<file path="config.mk">
export PLATFORM = sky130hd
export DESIGN_NAME = riscv_mem_arbiter
export DESIGN_NICKNAME = d
export VERILOG_FILES = /design/src/rtl/riscv_mem_pkg.sv /design/src/rtl/riscv_mem_arb_pick.sv /design/src/rtl/riscv_mem_arbiter.sv
export SDC_FILE = /design/constraint.sdc
export NUM_CORES = 1
export LEC_CHECK = 0
export ABC_AREA = 0
export BUFFER_PORTS_ARGS = -buffer_cell sky130_fd_sc_hd__buf_4
export CAP_MARGIN = 15
export CORE_AREA = 10 10 95 97
export CTS_CLUSTER_DIAMETER = 150
export DETAILED_ROUTE_END_ITERATION = 10
export DIE_AREA = 0 0 105 107
export PLACE_DENSITY = 0.85
export SETUP_SLACK_MARGIN = 0.1
export SLEW_MARGIN = 40
export SYNTH_ARGS = -nofsm -noshare
export SYNTH_HDL_FRONTEND = slang
export SYNTH_SLANG_ARGS = --single-unit
</file>
<file path="constraint.sdc">
create_clock -name clk -period 2.8 [get_ports clk]
set_clock_uncertainty 0.2 [all_clocks]
set_input_delay 0.14 -clock clk [delete_from_list [all_inputs] [get_ports clk]]
set_output_delay 0.14 -clock clk [all_outputs]
set_load 0.02 [all_outputs]
</file>
<file path="src/rtl/riscv_mem_pkg.sv">
// Shared types for the fetch / load-store memory arbiter.
package riscv_mem_pkg;

    localparam int unsigned DEF_ADDR_W = 8;
    localparam int unsigned MEM_WORDS  = 2 ** DEF_ADDR_W;
    localparam int unsigned CNT_W      = 2;

    typedef enum logic [1:0] {
        IDLE = 2'd0,
        WAIT = 2'd1,
        DONE = 2'd2
    } arb_state_t;

    typedef enum logic {
        PORT_IF = 1'b0,
        PORT_D  = 1'b1
    } port_id_t;

    // Request of the port currently selected by the picker.
    typedef struct packed {
        logic        we;
        logic [3:0]  wmask;
        logic [31:0] addr;
    } mem_req_t;

endpackage

</file>
<file path="src/rtl/riscv_mem_arb_pick.sv">
// Combinational winner selector; MEM_ARB_RR_EN switches fixed data priority to round-robin.
module riscv_mem_arb_pick
    import riscv_mem_pkg::*;
(
    input  logic     if_req,
    input  logic     d_req,
`ifdef MEM_ARB_RR_EN
    input  port_id_t last_grant,
`endif
    output port_id_t grant_id,
    output logic     grant_valid
);

    always_comb begin
        grant_valid = if_req | d_req;
        grant_id    = PORT_D;
`ifdef MEM_ARB_RR_EN
        // On a tie the port not served last wins.
        if (if_req && d_req) begin
            grant_id = (last_grant == PORT_D) ? PORT_IF : PORT_D;
        end else if (if_req) begin
            grant_id = PORT_IF;
        end
`else
        if (if_req && !d_req) begin
            grant_id = PORT_IF;
        end
`endif
    end

endmodule

</file>
<file path="src/rtl/riscv_mem_arbiter.sv">
// Serialises fetch and load/store accesses onto one synchronous word memory.
// Optional MEM_ARB_RR_EN: round-robin on simultaneous requests instead of data-first.
module riscv_mem_arbiter
    import riscv_mem_pkg::*;
#(
    parameter int unsigned ADDR_W = DEF_ADDR_W,
    parameter int unsigned RD_LAT = 1
) (
    input  logic              clk,
    input  logic              resetn,
    input  logic              if_req,
    input  logic [31:0]       if_addr,
    output logic              if_ack,
    output logic [31:0]       if_rdata,
    input  logic              d_req,
    input  logic              d_we,
    input  logic [3:0]        d_wmask,
    input  logic [31:0]       d_addr,
    input  logic [31:0]       d_wdata,
    output logic              d_ack,
    output logic [31:0]       d_rdata,
    output logic              mem_en,
    output logic [ADDR_W-1:0] mem_addr,
    output logic [3:0]        mem_wmask,
    output logic [31:0]       mem_wdata,
    input  logic [31:0]       mem_rdata,
    output logic              busy
);

    arb_state_t       state, state_d;
    logic [CNT_W-1:0] cnt, cnt_d;
    port_id_t         owner, owner_d;
    logic [31:0]      if_rdata_d, d_rdata_d;
    logic             if_ack_d, d_ack_d;
    port_id_t         grant_id;
    logic             grant_valid;
    mem_req_t         sel;
    logic             unused_addr_bits;

`ifdef MEM_ARB_RR_EN
    port_id_t last_grant, last_grant_d;
`endif

    riscv_mem_arb_pick u_pick (
        .if_req      (if_req),
        .d_req       (d_req),
`ifdef MEM_ARB_RR_EN
        .last_grant  (last_grant),
`endif
        .grant_id    (grant_id),
        .grant_valid (grant_valid)
    );

    // Request fields of the winning port.
    always_comb begin
        sel.we    = 1'b0;
        sel.wmask = 4'b0000;
        sel.addr  = if_addr;
        if (grant_id == PORT_D) begin
            sel.we    = d_we;
            sel.wmask = d_wmask;
            sel.addr  = d_addr;
        end
    end

    // Byte offset and bits beyond the memory size are dropped: accesses wrap.
    assign unused_addr_bits = ^{sel.addr[31:ADDR_W+2], sel.addr[1:0]};

    assign busy = (state != IDLE);

    always_comb begin
        state_d    = state;
        cnt_d      = cnt;
        owner_d    = owner;
        if_rdata_d = if_rdata;
        d_rdata_d  = d_rdata;
        if_ack_d   = 1'b0;
        d_ack_d    = 1'b0;
        mem_en     = 1'b0;
        mem_addr   = '0;
        mem_wmask  = 4'b0000;
        mem_wdata  = 32'h0;
`ifdef MEM_ARB_RR_EN
        last_grant_d = last_grant;
`endif
        case (state)
            IDLE: begin
                if (grant_valid) begin
                    mem_en    = 1'b1;
                    mem_addr  = sel.addr[ADDR_W+1:2];
                    mem_wmask = sel.we ? sel.wmask : 4'b0000;
                    mem_wdata = d_wdata;
                    owner_d   = grant_id;
`ifdef MEM_ARB_RR_EN
                    last_grant_d = grant_id;
`endif
                    if (sel.we) begin
                        state_d  = DONE;
                        if_ack_d = (grant_id == PORT_IF);
                        d_ack_d  = (grant_id == PORT_D);
                    end else begin
                        state_d = WAIT;
                        cnt_d   = CNT_W'(RD_LAT - 1);
                    end
                end
            end
            WAIT: begin
                if (cnt == '0) begin
                    state_d  = DONE;
                    if_ack_d = (owner == PORT_IF);
                    d_ack_d  = (owner == PORT_D);
                    if (owner == PORT_IF) begin
                        if_rdata_d = mem_rdata;
                    end else begin
                        d_rdata_d = mem_rdata;
                    end
                end else begin
                    cnt_d = cnt - CNT_W'(1);
                end
            end
            DONE: begin
                state_d = IDLE;
            end
            default: begin
                state_d = IDLE;
            end
        endcase
        // No memory strobe while reset is held, even with requests pending.
        if (!resetn) begin
            mem_en    = 1'b0;
            mem_addr  = '0;
            mem_wmask = 4'b0000;
            mem_wdata = 32'h0;
        end
    end

    always_ff @(posedge clk) begin
        if (!resetn) begin
            state    <= IDLE;
            cnt      <= '0;
            owner    <= PORT_D;
            if_rdata <= 32'h0;
            d_rdata  <= 32'h0;
            if_ack   <= 1'b0;
            d_ack    <= 1'b0;
`ifdef MEM_ARB_RR_EN
            last_grant <= PORT_D;
`endif
        end else begin
            state    <= state_d;
            cnt      <= cnt_d;
            owner    <= owner_d;
            if_rdata <= if_rdata_d;
            d_rdata  <= d_rdata_d;
            if_ack   <= if_ack_d;
            d_ack    <= d_ack_d;
`ifdef MEM_ARB_RR_EN
            last_grant <= last_grant_d;
`endif
        end
    end

endmodule
</file>
Word-level counts from Yosys, hierarchy flattened
Index checks and enable logic that the tools add are counted.
{"block": "op_classes", "addsub": 1, "multipliers": 0, "n_div": 0, "n_lt_le_gt_ge": 0, "n_eq_ne": 5, "n_shift": 0, "mux": 31, "n_bitwise": 2, "n_reduce_logical": 11}
{"operator": "$mux W32", "n": 3}
{"operator": "$mux W37", "n": 1}
{"operator": "$mux W8", "n": 3}
{"operator": "$mux W4", "n": 4}
{"operator": "$mux W2", "n": 6}
{"operator": "$mux W1", "n": 10}
{"operator": "$ne A2 B2 Y1 const B", "n": 4}
{"operator": "$pmux W2 S2", "n": 2}
{"operator": "$reduce_and A3 Y1", "n": 2}
{"operator": "$logic_not A2 Y1", "n": 2}
{"operator": "$pmux W1 S2", "n": 2}
{"operator": "$reduce_and A2 Y1", "n": 2}
{"operator": "$reduce_and A4 Y1", "n": 1}
{"operator": "$reduce_bool A2 Y1", "n": 2}
{"operator": "$eq A2 B1 Y1 const B", "n": 1}
{"operator": "$sub A2 B1 Y2 const B", "n": 1}
{"operator": "$logic_and A1 B1 Y1", "n": 1}
{"operator": "$logic_not A1 Y1", "n": 1}
{"operator": "$not A1 Y1", "n": 1}
{"operator": "$or A1 B1 Y1", "n": 1}
{"block": "word_totals", "ff_bits": 71, "latch_bits": 0, "ramBits": 0, "mem_bits_ro": 0, "in_bits": 137, "out_inout_bits": 112, "word_cells": 57, "memories": 0}

Depth between registers and ports, before layout
{"block": "depth", "depth_word": 7, "mapped_depth": 7, "depth_no_buf": 5}

Cells and area by module
A second synthesis with hierarchy kept.
{"block": "unflattened", "cells_unflattened": 384, "hier_area_um2": 3331.9}
{"mod": "riscv_mem_arbiter", "n_inst": 1, "cells_each": 382, "area_each_um2": 3319.4, "seq_area_each_um2": 1421.4}
{"mod": "riscv_mem_arb_pick", "n_inst": 1, "cells_each": 2, "area_each_um2": 12.5, "seq_area_each_um2": 0.0}

Worst setup path before layout
No wires, ideal clock.
{"block": "synth_path", "path_type": "reg2out", "startpoint": "register state[1]", "endpoint": "output mem_wdata[22]", "arrival_time_ns": 1.488, "t_required_ns": 2.460, "slack_ns": 0.972, "path_stages_with_launch": 7, "path_buffers": 3, "cell_sequence": "dfxtp_1 > buf_6 > or3b_1 > buf_4 > nor2b_4 > buf_6 > and2_1"}
{"block": "synth_between", "elab_chain_cells": 3}
{"element": "start, declared", "line": "riscv_mem_arbiter.sv:30", "rtl": "arb_state_t state, state_d;"}
{"element": "start signal, assigned", "line": "riscv_mem_arbiter.sv:150", "rtl": "state <= state_d;"}
{"element": "$logic_not A2 Y1", "line": "riscv_mem_arbiter.sv:86", "rtl": "case (state)"}
{"element": "$mux W32", "line": "riscv_mem_arbiter.sv:86"}
{"element": "$mux W32", "line": "riscv_mem_arbiter.sv:129", "rtl": "if (!resetn) begin"}
{"element": "end, declared", "line": "riscv_mem_arbiter.sv:25", "rtl": "output logic [31:0] mem_wdata,"}
No other way between the ends.

Final worst setup path
{"block": "layout_path", "startpoint": "register state[1]", "endpoint": "output mem_wdata[17]"}
The elaborated chain is that of the path after synthesis.

==> reports/metrics.yaml <==
outcome:
  status: "completed"
worst_hold_path:
  hp-class: "input pin to register"
synth:
  avgSynthCellArea_sq_um: 8.209
  synth.largest_area_cell: "dfxtp_1"
  synth_seq_cells: 71
  synth_edf_count: 0
  ys_types: 29
  synth-adder-area-share_pct: 0.4342
  synth.top_cell.area_share_pct: 49.33
  synth_cells: 351
  async_flop_share_pct: 0
  synthTopCellsByCount: "dfxtp_1, o21ai_0, nand3_1, and2_1, nand2_1"
  synth_most_common_cell: "dfxtp_1"
  yosys.area_share.simple_pct: 28.53
  synth_nets: 489
  synth_flop_cell: "dfxtp_1"
  synth_top_family_by_area: "simple AND/OR/NAND/NOR gates"
  yosys_warnings: 0
  muxShareOfSynthArea_pct: 0
  ys_seq_area_share_pct: 49.33
  ys_top_cells_by_area: "dfxtp_1, o21ai_0, nand3_1"
  synth-compound-area-share_pct: 15.37
  netlist_area_sq_mm: 0.002882
  synth_xor_area_share_pct: 0
floorplanning:
  dieArea_sq_mm: 0.01124
  start_util_pct: 40.38
  ios: 249
  die_height_microns: 107
  die_w_microns: 105
  core_area_sq_mm: 0.007137
  rows: 31
route:
  vias_per_cell: 4.913
  drt-pass1-iter-count: 4
  ant_nets: 0
  wl_per_cell_microns: 16.41
  drcViolationCount: 0
  vias: 3292
  drt_iter0_markers: 129
  routed_wl_mm: 11.00
placed_design:
  place_congestion: 0.7849
  pre_cts_slack_ns: 0.6866
  port_buffers: 200
  dp_hpwl_mm: 8.368
  dpl-instance-area_sq_mm: 0.004392
setup_path:
  crit_path_start_kind: "register"
  arrival_ns: 2.12
  end_kind: "output pin"
  crit_type: "register to output pin"
  crit_fanout: 33
  cp.required_ns: 2.46
power_and_ir_drop:
  ir_worst_vdd_uv: 268.5
  power.density_mw_per_mm2: 491.8
  total_power_mw: 2.430
  p_leak_nw: 2.285
timing:
  fin_setup_tns_ns: 0
  worst_pin_slew_ns: 0.6682
  worst_slack_ns: 0.3370
  finalCritPeriodShare_pct: 87.96
  drv_slew: 0
  setup_viol: 0
  grt_setup_unrepaired: "no"
  max_slew_margin_pct: 55.45
  hold_ws_ns: 0.07146
  hold_viol: 0
  fmax_mhz: 406.0
  period_needed_ns: 2.463
flow_run:
  max_cap_violations: 0
global_route:
  antenna_found_initial: 0
  overflow: 0
  grt_pass1_wl_mm: 16.99
  grt.total_usage_pct: 18.62
  grt_pass1_vias: 3301
  grt_max_degree: 100
clock_network:
  clkSlewWorstSetupHoldPaths_ns: 0.07
  htreeDepth: 3
  clock_latency_ns: 0.32
  cts_sinks: 71
  cts_buffers: 9
  cts_root_buf: "clkbuf_8"
  cts_tree: "done"
  cts_resized: 0
  cts_buffer_depth: 2
finish:
  design_area_sq_mm: 0.004941
  layout.nets: 704
  fillCellCount: 559
  drive_gt1_share_pct: 39.05
  antennaDiodeCount: 0
  area_growth_pct: 71.47
## critical path, cell delays in order (launching register included)
cell and delay (ns):
dfxtp_1 0.38, or3b_1 0.58, nor2b_4 0.47, and2_1 0.21, buf_4 0.15
## cells by family after synthesis
family                   after synthesis
AO/OA/AOI/OAI                         81
adder cells (fa/ha/maj)                1
AND/OR/NAND/NOR                      161
flip-flops                            71
buffers and inverters                 37
## worst paths after layout
check,startpoint,to,slack [ns],depth (start not counted)
max,state[1]$_SDFFE_PN0P_,mem_wdata[17],0.34,4
max reg2reg,cnt[0]$_SDFFE_PN0P_,d_rdata[0]$_SDFFE_PN0P_,0.71,6
min,d_we,state[0]$_SDFFE_PN0P_,0.07,4
min reg2reg,if_rdata[12]$_SDFFE_PN0P_,if_rdata[12]$_SDFFE_PN0P_,0.27,2
## cells in the final DEF, fill, tap and decap left out, types with 2 or more instances in the layout
| cell type | Yosys | final |
|---|---|---|
| buf_4 | 2 | 200 |
| dfxtp_1 | 71 | 71 |
| o21ai_0 | 65 | 65 |
| nand3_1 | 64 | 64 |
| nand2_1 | 37 | 37 |
| and2_1 | 37 | 37 |
| dlygate4sd3_1 | 0 | 34 |
| nor2_1 | 12 | 12 |
| clkbuf_8 | 0 | 10 |
| a22oi_1 | 8 | 8 |
| inv_1 | 4 | 4 |
| a21oi_1 | 3 | 3 |
| or2_2 | 2 | 2 |
| nand2b_1 | 2 | 2 |
| inv_6 | 0 | 2 |
| clkinvlp_4 | 0 | 2 |
| buf_12 | 0 | 2 |
## routing by layer
layer | vias to the layer above | GRT usage, % | part of all wire (%)
met5 | - | 0 | 0
met4 | 0 | 8.431 | 3.0
met3 | 18 | 9.701 | 11
met2 | 165 | 33.81 | 52
met1 | 1485 | 17.03 | 34
li1 | 1624 | - | -
## sequential cells by signal (all words and copies together) (netlist names)
signal and count:
cnt 2, d_ack 1, d_rdata 32, if_ack 1, if_rdata 32, owner 1
state 2
## report_power, final
| part | leakage [nW] | total (mW) | internal, mW | switching (mW) |
|---|---|---|---|---|
| Combinational | 1.61 | 0.535 | 0.259 | 0.276 |
| Clock | 0.0993 | 0.817 | 0.440 | 0.377 |
| Sequential | 0.576 | 1.08 | 1.05 | 0.0270 |
| Total | 2.28 | 2.43 | 1.75 | 0.679 |
## area by class of cell
class | instances | area [sq um] | area share (%)
clock inverters | 6 | 67.56 | 1.367
repair buffers | 237 | 1893 | 38.31
flip-flops and latches | 71 | 1421 | 28.77
multi-input cells | 243 | 1282 | 25.96
clock buffers | 10 | 137.6 | 2.786
well taps | 99 | 123.9 | 2.507
inverters | 4 | 15.01 | 0.3039
## through the flow
stage                     instances  utilization [%]
after global routing            670            69.23
final                           670            69.23
after global placement          620            61.54
after CTS                       670            69.18
after detailed placement        620            61.54
after floorplan                 351                -
## repair_timing
item,CTS,global route
setup buffers,0,0
endpoints found under the hold margin,65,0
hold buffers,34,0
Note: power is estimated with default switching activity, not from simulation.
